===== src/rtl/seq_det_pkg.sv =====
// Shared types and default sizing for the "1001" detector and its downstream match counter.
package seq_det_pkg;

  typedef enum logic [0:0] {
    IDLE,
    RUN
  } state_e;

  localparam int unsigned WINDOW_LEN_DEF = 16;
  localparam int unsigned CNT_W_DEF      = 4;
  localparam int unsigned TOT_W_DEF      = 16;

endpackage


===== src/rtl/sat_counter.sv =====
// Saturating up-counter with synchronous clear; o_sat flags the count sitting at its maximum.
module sat_counter
  import seq_det_pkg::*;
#(
  parameter int unsigned W = CNT_W_DEF
) (
  input  logic         clk,
  input  logic         rst,
  input  logic         i_clr,
  input  logic         i_inc,
  output logic [W-1:0] o_count,
  output logic         o_sat
);

  localparam logic [W-1:0] Max = '1;

  logic [W-1:0] r_count;

  // Clear has priority over increment; increment holds at the maximum.
  always_ff @(posedge clk) begin
    if (rst || i_clr) begin
      r_count <= '0;
    end else if (i_inc && (r_count != Max)) begin
      r_count <= r_count + W'(1);
    end
  end

  assign o_count = r_count;
  assign o_sat   = (r_count == Max);

endmodule


===== src/rtl/match_window_counter.sv =====
// Counts detector matches over fixed windows and hands each window result out through a
// valid/ready register; also keeps a sticky overrun flag and a saturating lifetime total.
module match_window_counter
  import seq_det_pkg::*;
#(
  parameter int unsigned WINDOW_LEN = WINDOW_LEN_DEF,
  parameter int unsigned CNT_W      = CNT_W_DEF,
  parameter int unsigned TOT_W      = TOT_W_DEF
) (
  input  logic             clk,
  input  logic             rst,
  input  logic             en,
  input  logic             z_in,
  input  logic             ovr_clr,
  output logic             out_valid,
  input  logic             out_ready,
  output logic [CNT_W-1:0] out_count,
  output logic             out_sat,
  output logic             overrun,
  output logic [TOT_W-1:0] total_matches
);

  localparam int unsigned     WinW    = (WINDOW_LEN > 1) ? $clog2(WINDOW_LEN) : 1;
  localparam logic [WinW-1:0] WinLast = WinW'(WINDOW_LEN - 1);

  state_e           r_state;
  state_e           w_state_d;
  logic [WinW-1:0]  r_win_cnt;
  logic             r_win_sat;
  logic             r_out_valid;
  logic [CNT_W-1:0] r_out_count;
  logic             r_out_sat;
  logic             r_overrun;

  logic             w_sampled;
  logic             w_abort;
  logic             w_win_end;
  logic             w_match_clr;
  logic             w_match_inc;
  logic [CNT_W-1:0] w_match_cnt;
  logic             w_match_full;
  logic [CNT_W-1:0] w_res_count;
  logic             w_res_sat;
  logic             w_slot_free;
  logic             w_accept;
  logic             w_tot_inc;
  logic             w_tot_full;

  // State register.
  always_ff @(posedge clk) begin
    if (rst) begin
      r_state <= IDLE;
    end else begin
      r_state <= w_state_d;
    end
  end

  // Next-state: en starts and aborts windows; the IDLE->RUN cycle is not sampled.
  always_comb begin
    w_state_d = r_state;
    unique case (r_state)
      IDLE:    if (en)  w_state_d = RUN;
      RUN:     if (!en) w_state_d = IDLE;
      default: w_state_d = IDLE;
    endcase
  end

  assign w_sampled = (r_state == RUN) && en;
  assign w_abort   = (r_state == RUN) && !en;
  assign w_win_end = w_sampled && (r_win_cnt == WinLast);

  // Position within the current window; wraps with no gap between windows.
  always_ff @(posedge clk) begin
    if (rst || w_abort) begin
      r_win_cnt <= '0;
    end else if (w_sampled) begin
      r_win_cnt <= w_win_end ? '0 : r_win_cnt + WinW'(1);
    end
  end

  assign w_match_clr = w_abort || w_win_end;
  assign w_match_inc = w_sampled && z_in;

  sat_counter #(
    .W(CNT_W)
  ) u_match_cnt (
    .clk    (clk),
    .rst    (rst),
    .i_clr  (w_match_clr),
    .i_inc  (w_match_inc),
    .o_count(w_match_cnt),
    .o_sat  (w_match_full)
  );

  // Window saturation bit: set when a match arrives with the count already at maximum.
  always_ff @(posedge clk) begin
    if (rst || w_match_clr) begin
      r_win_sat <= 1'b0;
    end else if (w_match_inc && w_match_full) begin
      r_win_sat <= 1'b1;
    end
  end

  // Window result folds in the final cycle's z_in, since the counter clears on that edge.
  assign w_res_count = (z_in && !w_match_full) ? w_match_cnt + CNT_W'(1) : w_match_cnt;
  assign w_res_sat   = r_win_sat || (z_in && w_match_full);

  assign w_accept    = r_out_valid && out_ready;
  assign w_slot_free = !r_out_valid || out_ready;

  // Output slot: load on a free window end, otherwise drop valid on accept.
  always_ff @(posedge clk) begin
    if (rst) begin
      r_out_valid <= 1'b0;
      r_out_count <= '0;
      r_out_sat   <= 1'b0;
    end else if (w_win_end && w_slot_free) begin
      r_out_valid <= 1'b1;
      r_out_count <= w_res_count;
      r_out_sat   <= w_res_sat;
    end else if (w_accept) begin
      r_out_valid <= 1'b0;
    end
  end

  // Sticky overrun; a new drop in the same cycle as ovr_clr keeps it set.
  always_ff @(posedge clk) begin
    if (rst) begin
      r_overrun <= 1'b0;
    end else if (w_win_end && !w_slot_free) begin
      r_overrun <= 1'b1;
    end else if (ovr_clr) begin
      r_overrun <= 1'b0;
    end
  end

  assign w_tot_inc = w_sampled && z_in && !w_tot_full;

  sat_counter #(
    .W(TOT_W)
  ) u_total_cnt (
    .clk    (clk),
    .rst    (rst),
    .i_clr  (1'b0),
    .i_inc  (w_tot_inc),
    .o_count(total_matches),
    .o_sat  (w_tot_full)
  );

  assign out_valid = r_out_valid;
  assign out_count = r_out_count;
  assign out_sat   = r_out_sat;
  assign overrun   = r_overrun;

endmodule


===== config.mk =====
export PLATFORM = sky130hd
export DESIGN_NAME = match_window_counter
export DESIGN_NICKNAME = d
export VERILOG_FILES = /design/src/rtl/seq_det_pkg.sv /design/src/rtl/sat_counter.sv /design/src/rtl/match_window_counter.sv
export SDC_FILE = /design/constraint.sdc
export NUM_CORES = 1
export LEC_CHECK = 0
export ABC_AREA = 1
export BUFFER_PORTS_ARGS = -buffer_cell sky130_fd_sc_hd__buf_2
export CAP_MARGIN = 20
export CORE_AREA = 2 2 60 62
export CTS_BUF_LIST = sky130_fd_sc_hd__clkbuf_4
export DETAILED_ROUTE_END_ITERATION = 10
export DIE_AREA = 0 0 62 64
export PLACE_DENSITY = 0.86
export REMOVE_ABC_BUFFERS = 1
export SLEW_MARGIN = 20
export SYNTH_ARGS = -nofsm -noshare
export SYNTH_HDL_FRONTEND = slang
export SYNTH_HIERARCHICAL = 1
export SYNTH_SLANG_ARGS = --single-unit

===== constraint.sdc =====
create_clock -name clk -period 2.6 [get_ports clk]
set_input_delay 0.26 -clock clk [delete_from_list [all_inputs] [get_ports clk]]
set_output_delay 0.26 -clock clk [all_outputs]
set_load 0.03 [all_outputs]

==> results of run 1 <==
[per-layer routing]
| layer | up-vias | global-route usage (%) | wire (um) |
|---|---|---|---|
| met5 | - | 0 | 0 |
| li1 | 937 | - | - |
| met3 | 8 | 5.466 | 186 |
| met2 | 41 | 37.50 | 1905 |
| met1 | 803 | 25.72 | 1665 |
| met4 | 0 | 9.574 | 85 |
[cells by family after synthesis]
family          synth area share, %
simple gates                  44.21
buf+inv                       7.583
flops                         35.75
compound gates                8.598
fa+ha+maj                     2.708
xor+xnor                     0.9480
other cells                  0.2029
[synthesized netlist by cell type]
library cell | n | share of area, %
nand3b_1 | 2 | 0.81
nand2_1 | 68 | 14
nor2_1 | 58 | 12
nor2_2 | 3 | 1.0
o21ai_0 | 6 | 1.6
nand2_2 | 5 | 1.7
nand4_4 | 1 | 1.2
nand4_1 | 4 | 1.4
conb_1 | 1 | 0.20
nand3_1 | 17 | 4.6
xor2_1 | 2 | 0.95
nor2_4 | 5 | 3.0
nand3_2 | 2 | 1.1
ha_1 | 4 | 2.7
buf_6 | 1 | 0.61
o21ai_2 | 1 | 0.47
nor3b_1 | 1 | 0.41
o21bai_1 | 2 | 0.81
nand3_4 | 1 | 0.95
nand2_4 | 1 | 0.61
a21oi_1 | 20 | 5.4
dfxtp_1 | 33 | 36
nor2_8 | 1 | 1.1
o21ai_1 | 1 | 0.27
nor3_1 | 3 | 0.81
buf_2 | 1 | 0.27
inv_1 | 33 | 6.7
[worst max path at each step]
stage	endpoint	slack, ns	depth (start not counted)
6_report	u_total_cnt/o_count[15]	0.27	13
5_1_grt	u_total_cnt/o_count[15]	0.05	13
4_1_cts	u_total_cnt/o_count[15]	0.29	13
3_5_place_dp	u_total_cnt/o_count[15]	0.36	13
3_3_place_gp	u_total_cnt/o_count[15]	0.49	13
2_1_floorplan	u_total_cnt/o_count[15]	0.44	13
[worst max-delay path: cells and delay by family (launching register included)]
kind	cells	cell delay [ns]
simple gates	10	1.28
buf+inv	2	0.35
flops	1	0.36
fa+ha+maj	1	0.25
[final cells by class]
type	count	area, um2
clock buffers	6	45.04
clock inverters	1	3.754
fillers	315	1199
inverters	33	123.9
multi-input cells	209	1047
flip-flops and latches	33	660.6
well taps	46	57.56
repair buffers	29	147.6
[registers in the layout, summed over array words and instances (netlist names)]
signal,count
r_win_cnt,4
overrun,1
r_state,1
u_match_cnt/o_count,4
r_win_sat,1
u_total_cnt/o_count,16
out_count,4
out_valid,1
out_sat,1
[cell usage in the layout, fill, tap and decap left out, types with 5 or more instances in the layout]
| master | synthesis | routed |
|---|---|---|
| nor2_1 | 58 | 58 |
| a21oi_1 | 20 | 20 |
| o21ai_0 | 6 | 6 |
| nand3_1 | 17 | 17 |
| buf_2 | 1 | 28 |
| nand2_1 | 68 | 68 |
| nor2_4 | 5 | 5 |
| inv_1 | 33 | 33 |
| nand2_2 | 5 | 5 |
| dfxtp_1 | 33 | 33 |
| clkbuf_4 | 0 | 6 |
[metrics by stage]
stage | instance area (um2) | power [mW] | util (%)
global route | 2086 | 0.8709 | 63.50
global placement | 2037 | 0.5657 | 62.02
finish | 2086 | 0.8412 | 63.50
detailed placement | 2037 | 0.5668 | 62.02
CTS | 2086 | 0.8470 | 63.50
floorplan | 1832 | 0.5520 | -
[power by group through the flow]
stage	Combinational, mW	Clock (mW)	Sequential (mW)
after floorplan	0.0280	0	0.524
after global placement	0.0420	0	0.524
after detailed placement	0.0430	0	0.524
after CTS	0.0432	0.292	0.512
after global routing	0.0498	0.308	0.513
final	0.0430	0.286	0.512
==> results.ini, run 1 <==
[pwr]
p_seq_share_pct = 60.9
intPower_mw = 0.6306
switching_share_pct = 25.04
leakagePower_nw = 0.9443
comb_power_share_pct = 5.1
p_per_area_nw_per_um2 = 403.3
power.switching_mw = 0.2106
clock_power_share_pct = 34.0
peakVddDrop_uv = 275.7

[drt]
wl_per_cell_um = 10.76
route.detailed.drc = 0
viasPerCell = 5.011
dr.pass1.iters = 4
drt_iter0_drc = 75
wl_mm = 3.843
ant_nets = 0
dr_total_vias = 1789

[grt]
grt_pass1_vias = 1585
overflow = 0
grt_util_all_layers_pct = 22.26
antenna_found_initial = 0
grt_pass1_wl_mm = 6.672
grt_max_degree = 16

[synth]
ys_ff_latch = 33
yosys_warnings = 6
seq_area_frac_synth_pct = 35.75
yosysUniqueCellTypes = 27
syn-mean-instance-area_um2 = 6.672
syn-cell-area_um2 = 1848
synth_cells = 277

[setup_path]
crit_top_cell = nor2_1
crit_chain = ha_1 > inv_1 > nor2_4 > nand2_4 > nor2_4 > nor3_1 > inv_1 > nor2_1 > nand2_1 > nor2_1 > nand3_1 > nand2_1 > nor2_1
worstSetupStartpointType = flip-flop
cp-end-kind = flip-flop
cp_slowest_stage_delay_ns = 0.51
cpMaxStageDelayCell = nor3_1
crit_type = flip-flop to flip-flop
r2r-start = u_total_cnt/o_count[0]
crit_path_start = u_total_cnt/o_count[0]
arrival_ns = 2.59
cp.required_ns = 2.85
r2r_slack_ns = 0.27
cp_max_fo = 5
rr_worst_depth = 13
r2r-end = u_total_cnt/o_count[15]

[sta]
worst_pin_slew_ns = 0.5843
clock_skew_ns = 0.01006
fin_crit_sh_pct = 89.72
setup_viol = 0
max_freq_mhz = 428.7
worst_slack_ns = 0.2674
setup_tns_ns = 0
slew_headroom_pct = 60.75
rsz0062_at_grt = no
hold_viol_final = 0
finalMaxSlewViolations = 0
holdWs_ns = 0.1460
fin_crit_ns = 2.333

[placement]
dp_cells = 350
place_ws_ns = 0.3552
routabilityCongestion = 0.8787
place.detailed.hpwl_mm = 2.932
io_buffers = 28

[cells_and_area]
finalNonFillerCells = 357
final_nets = 321
syn_to_final_growth_pct = 12.86
n_antenna_cell = 0
drive_above_1_share_pct = 17.68

[floorplan]
die_h_um = 64
io_pins = 29
fp-row-count = 21
core-area_um2 = 3284
start_util_pct = 56.27
die-area_um2 = 3968
dieWidth_um = 62

[clock_tree]
clock_sinks = 33
htreeDepth = 2
ctsResizeCount = 0
hold_buffers = 0
cts_root_buf = clkbuf_4
clockBufferDepth = 2
cts_buffers = 5
cts_setup_buffers = 0
clk_pin_slew_worst_paths_ns = 0.10
worst_skew_pair.late_latency_ns = 0.35
cts_tree = built

[hold_path]
min_to = overrun
hold_class = input port to flip-flop
worstHoldPathCells = 2
hp-start = rst

[job]
maxCapViolCount = 0

[run_status]
status = finished, final reports clean

No activity file was read; power rests on OpenSTA's default activity.
==> run 2: changes to the inputs <==
--- a/config.mk
+++ b/config.mk
@@ -8,14 +8,13 @@
 export ABC_AREA = 1
 export BUFFER_PORTS_ARGS = -buffer_cell sky130_fd_sc_hd__buf_2
 export CAP_MARGIN = 20
-export CORE_AREA = 2 2 60 62
+export CORE_AREA = 2 2 58 60
 export CTS_BUF_LIST = sky130_fd_sc_hd__clkbuf_4
 export DETAILED_ROUTE_END_ITERATION = 10
-export DIE_AREA = 0 0 62 64
-export PLACE_DENSITY = 0.86
+export DIE_AREA = 0 0 60 62
+export PLACE_DENSITY = 0.87
 export REMOVE_ABC_BUFFERS = 1
 export SLEW_MARGIN = 20
 export SYNTH_ARGS = -nofsm -noshare
 export SYNTH_HDL_FRONTEND = slang
-export SYNTH_HIERARCHICAL = 1
 export SYNTH_SLANG_ARGS = --single-unit
==> run 2 against run 1 <==
Compared with the run above: setup slack better by 0.53 ns; sequential share of layout area up 2.4 points; first-iteration DRC count down 1.3%; final cell count down 6.4%; clock skew up 0.0049 ns; highest routed layer unchanged.
==> results.ini, run 2 <==
[drt]
drt_iter0_drc = 74  ; -1.3%
ant_nets = 0  ; unchanged
dr.pass1.iters = 4  ; unchanged
viasPerCell = 4.949  ; -1.2%
route.detailed.drc = 0  ; unchanged
wl_mm = 3.557  ; -7.4%
wl_per_cell_um = 10.65  ; -1.1%
dr_total_vias = 1653  ; -7.6%

[grt]
antenna_found_initial = 0  ; unchanged
grt_pass1_vias = 1442  ; -9.0%
grt_pass1_wl_mm = 5.947  ; -11%
grt_util_all_layers_pct = 21.63  ; -0.63 points
busiest_layer = met2
met1_usage_pct = 23.69  ; -2.0 points
grt_max_degree = 17  ; +1
overflow = 0  ; unchanged
use_met2_pct = 38.51  ; +1.0 points
use_met3_pct = 5.797  ; +0.33 points

[clock_tree]
cts_setup_buffers = 0  ; unchanged
clock_sinks = 33  ; unchanged
clk_pin_slew_worst_paths_ns = 0.10  ; about the same
ctsResizeCount = 0  ; unchanged
htreeDepth = 2  ; unchanged
worst_skew_pair.late_latency_ns = 0.35  ; about the same
hold_buffers = 0  ; unchanged
clockBufferDepth = 2  ; unchanged
cts_buffers = 5  ; unchanged
cts_root_buf = clkbuf_4
cts_tree = built

[setup_path]
rr_worst_depth = 9  ; -4
cp-end-kind = flip-flop
crit_top_cell = nand2_1
crit_chain = ha_1 > nand3_2 > nor2_1 > nand3_1 > buf_4 > nand2_1 > nand2_1 > nand2_1 > nor2_1
worstSetupStartpointType = flip-flop
cp_max_fo = 11  ; +6
crit_cells = 9  ; -4
cpMaxStageDelayCell = dfxtp_1
r2r-end = u_total_cnt.o_count[13]
cp.buffers_inverters = 1  ; -1
cp_slowest_stage_delay_ns = 0.40  ; -0.11 ns
r2r-start = u_total_cnt.o_count[0]
crit_end = u_total_cnt.o_count[13]
crit_type = flip-flop to flip-flop
r2r_slack_ns = 0.80  ; +0.53 ns
crit_path_start = u_total_cnt.o_count[0]
path_delay_family = simple AND/OR/NAND/NOR gates
arrival_ns = 2.05  ; -0.54 ns
cp.required_ns = 2.85  ; about the same

[floorplan]
start_util_pct = 54.58  ; -1.7 points
die_h_um = 62  ; -3.1%
dieWidth_um = 60  ; -3.2%
fp-row-count = 21  ; unchanged
core-area_um2 = 3179  ; -3.2%
io_pins = 29  ; unchanged
die-area_um2 = 3720  ; -6.3%

[sta]
fin_crit_sh_pct = 69.17  ; -21 points
setup_viol = 0  ; unchanged
finalMaxSlewViolations = 0  ; unchanged
fin_crit_ns = 1.798  ; -0.5342 ns
rsz0062_at_grt = no
setup_tns_ns = 0  ; unchanged
slew_headroom_pct = 73.27  ; +13 points
worst_pin_slew_ns = 0.3999  ; -0.1844 ns
clock_skew_ns = 0.01496  ; +0.004898 ns
hold_viol_final = 0  ; unchanged
max_freq_mhz = 556.0  ; +30%

[cells_and_area]
final_common_cell = nand2_1
mostFrequentLayoutCells = 56 x nand2_1, 48 x nor2_1, 33 x dfxtp_1, 30 x inv_1, 28 x buf_2
seq_area_um2 = 660.6  ; unchanged
multi_input_area_um2 = 897.1  ; -14%
syn_to_final_growth_pct = 11.75
n_antenna_cell = 0  ; unchanged
largest_reg_flops = 16  ; unchanged
nFillCells = 302  ; -4.1%
drive_above_1_share_pct = 18.75  ; +1.1 points
final_nets = 297  ; -7.5%

[synth]
syn-mean-instance-area_um2 = 6.753  ; +1.2%
synth_most_common_cell = nand2_1
synthArstFlopShare_pct = 0  ; unchanged
syn-cell-area_um2 = 1735  ; -6.1%
seq_area_frac_synth_pct = 38.07  ; +2.3 points
synth.top_cell.area_share_pct = 38.07  ; +2.3 points
synth_common_cells = 56 x nand2_1, 48 x nor2_1, 33 x dfxtp_1
yosys_warnings = 0  ; -6
ys_ff_latch = 33  ; unchanged
synth_cells = 257  ; -7.2%
synth_area_leader_cell = dfxtp_1
synth_flop_cell = dfxtp_1
synth_area_leaders = dfxtp_1 38%, nand2_1 12%, nor2_1 10%, inv_1 6.5%, a21oi_1 6.3%
yosysUniqueCellTypes = 25  ; -7.4%
synth-edff-count = 0  ; unchanged

[pwr]
power_mw = 0.8369  ; -0.51%
leakagePower_nw = 0.8803  ; -6.8%
peakVddDrop_uv = 367.7  ; +33%
p_per_area_nw_per_um2 = 431.5  ; +7.0%

[placement]
io_buffers = 28  ; unchanged
routabilityCongestion = 0.8848  ; +0.69%
place.detailed.hpwl_mm = 2.653  ; -9.5%

[hold_path]
hold_class = input port to flip-flop

[job]
maxCapViolCount = 0  ; unchanged

[run_status]
status = finished, final reports clean

[run 2: how the worst min path moves through the flow]
stage	from	end	slack, ns	cells past startpoint
2_1_floorplan	rst	u_total_cnt.o_count[2]	0.32	1
3_3_place_gp	r_win_cnt[3]	r_win_cnt[3]	0.43	1
3_5_place_dp	r_win_cnt[3]	r_win_cnt[3]	0.44	1
4_1_cts	ovr_clr	overrun	0.15	4
5_1_grt	out_ready	overrun	0.17	4
6_report	ovr_clr	overrun	0.16	4
[run 2: layer usage]
layer  wire, um  part of all wire [%]  up-vias
li1           -                     -      866
met1       1522                    43      737
met2       1798                    51       41
met3        161                   4.5        9
met4         75                   2.1        0
met5          0                     0        -
[run 2: layout make-up]
class                   count  area share [%]
flip-flops and latches     33           34.06
clock inverters             1          0.1935
repair buffers             29           7.613
clock buffers               6           2.323
multi-input cells         185           46.26
inverters                  34           6.581
well taps                  46           2.968
[run 2: cells by family after synthesis]
kind of cell	count (synthesis)	synth area share (%)
buf+inv	39	10.24
compound gates	37	10.89
simple gates	141	36.62
fa+ha+maj	3	2.163
flops	33	38.07
xor+xnor	4	2.019
[run 2: worst min-delay path: cells and delay by family]
family	cells	cell delay (ns)
AND/OR/NAND/NOR	1	0.05
buffers and inverters	2	0.11
AO/OA/AOI/OAI	1	0.05
[run 2: through the flow]
step	setup WS (ns)	hold slack, ns	cells	utilization (%)	cell area [um2]
2_1_floorplan	0.7038	0.3224	252	-	1685
6_report	0.8016	0.1591	334	61.00	1939
3_5_place_dp	0.8317	0.4445	327	59.46	1891
4_1_cts	0.8133	0.1539	334	61.00	1939
5_1_grt	0.6062	0.1709	334	61.00	1939
3_3_place_gp	0.9350	0.4318	327	59.46	1891
[run 2: power breakdown]
part	switching [mW]	internal [mW]	leakage (nW)	total (mW)
clock network	0.168	0.108	0.0292	0.276
logic	0.0305	0.0147	0.585	0.0452
registers	0.00542	0.510	0.266	0.515
total	0.204	0.633	0.880	0.837
==> run 3: changes to the inputs <==
--- a/config.mk
+++ b/config.mk
@@ -8,11 +8,11 @@
 export ABC_AREA = 1
 export BUFFER_PORTS_ARGS = -buffer_cell sky130_fd_sc_hd__buf_2
 export CAP_MARGIN = 20
-export CORE_AREA = 2 2 58 60
+export CORE_AREA = 2 2 61 63
 export CTS_BUF_LIST = sky130_fd_sc_hd__clkbuf_4
 export DETAILED_ROUTE_END_ITERATION = 10
-export DIE_AREA = 0 0 60 62
-export PLACE_DENSITY = 0.87
+export DIE_AREA = 0 0 63 65
+export PLACE_DENSITY = 0.83
 export REMOVE_ABC_BUFFERS = 1
 export SLEW_MARGIN = 20
 export SYNTH_ARGS = -nofsm -noshare
==> constraint.sdc (replaced) <==
create_clock -name clk -period 1.47 [get_ports clk]
set_input_delay 0.147 -clock clk [delete_from_list [all_inputs] [get_ports clk]]
set_output_delay 0.147 -clock clk [all_outputs]
set_load 0.03 [all_outputs]
==> run 3 against run 2 <==
Compared with the run above: routed wire length is 4.3% higher; maximum frequency is 27% higher; setup slack worse by 0.74 ns; power is 79% higher; combinational power is 110% higher; largest cell class unchanged; highest routed layer unchanged.
==> results.ini, run 3 (synthesis results as in run 2) <==
[run_status]
status = finished, final reports clean

[placement]
routabilityCongestion = 0.9250  ; +4.5%
io_buffers = 28  ; unchanged
place.detailed.hpwl_mm = 2.721  ; +2.6%

[drt]
wl_mm = 3.709  ; +4.3%
route.detailed.drc = 0  ; unchanged
ant_nets = 0  ; unchanged
wl_met2_mm = 1.876  ; +4.3%
dr.pass1.iters = 4  ; unchanged
viasPerCell = 4.937  ; -0.25%
drt_iter0_drc = 83  ; +12%
dr_total_vias = 1713  ; +3.6%
drt-met1-wl_mm = 1.587  ; +4.3%
route.met3.wl_um = 168  ; +4.3%
wl_per_cell_um = 10.69  ; +0.37%
routed.top_layer = met4

[grt]
antenna_found_initial = 0  ; unchanged
grt_pass1_wl_mm = 6.534  ; +9.9%
overflow = 0  ; unchanged
grt_util_all_layers_pct = 20.06  ; -1.6 points
grt_pass1_vias = 1649  ; +14%
grt_max_degree = 16  ; -1

[job]
maxCapViolCount = 0  ; unchanged

[clock_tree]
clk_pin_slew_worst_paths_ns = 0.10  ; about the same
clock_sinks = 33  ; unchanged
worst_skew_pair.late_latency_ns = 0.34  ; about the same
hold_buffers = 0  ; unchanged
cts_buffers = 5  ; unchanged
clockBufferDepth = 2  ; unchanged
cts_tree = built
htreeDepth = 2  ; unchanged
cts_root_buf = clkbuf_4

[setup_path]
r2r-start = u_total_cnt.o_count[1]
worstSetupStartpointType = flip-flop
cp-end-kind = flip-flop
crit_path_start = u_total_cnt.o_count[1]
cp.required_ns = 1.72  ; -1.13 ns
cp_slowest_stage_delay_ns = 0.35  ; -0.05 ns
cpMaxStageDelayCell = dfxtp_1
cp_max_fo = 6  ; -5
crit_top_cell = nand2_1
crit_type = flip-flop to flip-flop
arrival_ns = 1.66  ; -0.39 ns
crit_chain = ha_2 > nand3_2 > nor2_2 > nand3_2 > buf_4 > nand2_1 > nand2_1 > nand2_1 > nor2_1
rr_worst_depth = 9  ; unchanged

[cells_and_area]
utilization_pct = 58.80  ; -2.2 points
largest_reg_flops = 16  ; unchanged
mostFrequentLayoutCells = 56 x nand2_1, 45 x nor2_1, 32 x dfxtp_1, 30 x inv_1, 28 x buf_2
final_common_cell = nand2_1
nFillCells = 329  ; +8.9%
n_antenna_cell = 0  ; unchanged
final_nets = 308  ; +3.7%
syn_to_final_growth_pct = 18.46
drive_above_1_share_pct = 24.41  ; +5.7 points

[sta]
fin_crit_sh_pct = 95.98  ; +27 points
setup_tns_ns = 0  ; unchanged
slew_headroom_pct = 81.71  ; +8.4 points
fin_crit_ns = 1.411  ; -0.3875 ns
clock_skew_ns = 0.01196  ; -0.003000 ns
worst_pin_slew_ns = 0.2733  ; -0.1266 ns
max_freq_mhz = 708.7  ; +27%
setup_viol = 0  ; unchanged
finalMaxSlewViolations = 0  ; unchanged
hold_viol_final = 0  ; unchanged
holdWs_ns = 0.04007  ; -0.1190 ns

[pwr]
clock_power_share_pct = 32.8  ; -0.2 points
peakVddDrop_uv = 565.7  ; +54%
switching_share_pct = 24.52  ; +0.14 points
intPower_mw = 1.129  ; +78%
comb_power_share_pct = 6.2  ; +0.8 points
power.switching_mw = 0.3667  ; +80%
leakagePower_nw = 0.9329  ; +6.0%
p_per_area_nw_per_um2 = 727.3  ; +69%
p_seq_share_pct = 60.9  ; -0.7 points

[floorplan]
io_pins = 29  ; unchanged
die_h_um = 65  ; +4.8%
core-area_um2 = 3496  ; +10%
die-area_um2 = 4095  ; +10%
dieWidth_um = 63  ; +5.0%
fp-row-count = 22  ; +4.8%
start_util_pct = 49.64  ; -4.9 points

[hold_path]
hold_class = input port to flip-flop
worstHoldPathCells = 4  ; unchanged
hp-start = ovr_clr

## run 3: changes by cell type in the layout (fill, tap and decap cells not counted), sizes merged
cell  delta
buf     +11
## run 3: power groups by stage
stage          clock network [mW]  logic, mW  registers, mW
6_report                    0.491     0.0932          0.911
2_1_floorplan                   0     0.0492          0.934
5_1_grt                     0.547      0.103          0.913
4_1_cts                     0.507     0.0918          0.911
3_5_place_dp                    0     0.0908          0.931
3_3_place_gp                    0     0.0882          0.931
## run 3: cell type report
cell class                      instances  area [um2]  share of cell area, %
Multi-Input combinational cell        185       923.4                  44.92
Sequential cell                        33       661.9                  32.20
Timing Repair Buffer                   40       234.0                  11.38
Inverter                               34       127.6                  6.208
Tap cell                               48       60.06                  2.921
Clock buffer                            6       45.04                  2.191
Clock inverter                          1       3.754                 0.1826
## run 3: final timing paths
kind / to / slack, ns
setup / recovery: u_total_cnt.o_count[13] / 0.06
hold reg to reg: r_win_cnt[3] / 0.46
setup reg to reg: u_total_cnt.o_count[13] / 0.06
hold / removal: overrun / 0.04
## run 3: critical path, delay by kind of cell, from the launching register on
kind	cells	cell delay (ns)
buffers and inverters	1	0.17
flip-flops	1	0.35
AND/OR/NAND/NOR	7	0.60
adder cells (fa/ha/maj)	1	0.19
## run 3: timing repair
action | in CTS | in global routing
setup buffers | 0 | 1
resized for setup | 1 | 9
setup endpoints to repair | 1 | 15
## run 3: stage by stage
stage                     instance area (um2)  std cells  total power, mW  setup slack [ns]
after floorplan                          1685        252           0.9833           -0.4262
after global placement                   1968        339            1.019           0.08503
after detailed placement                 1968        339            1.022         -0.002637
after CTS                                2019        346            1.510           0.04733
after global routing                     2056        347            1.563         -0.008222
final                                    2056        347            1.495           0.05906
## run 3: routing by layer
metal	vias up	track usage, %
li1	893	-
met4	0	9.722
met1	776	21.36
met2	33	36.17
met3	11	5.903
met5	-	0
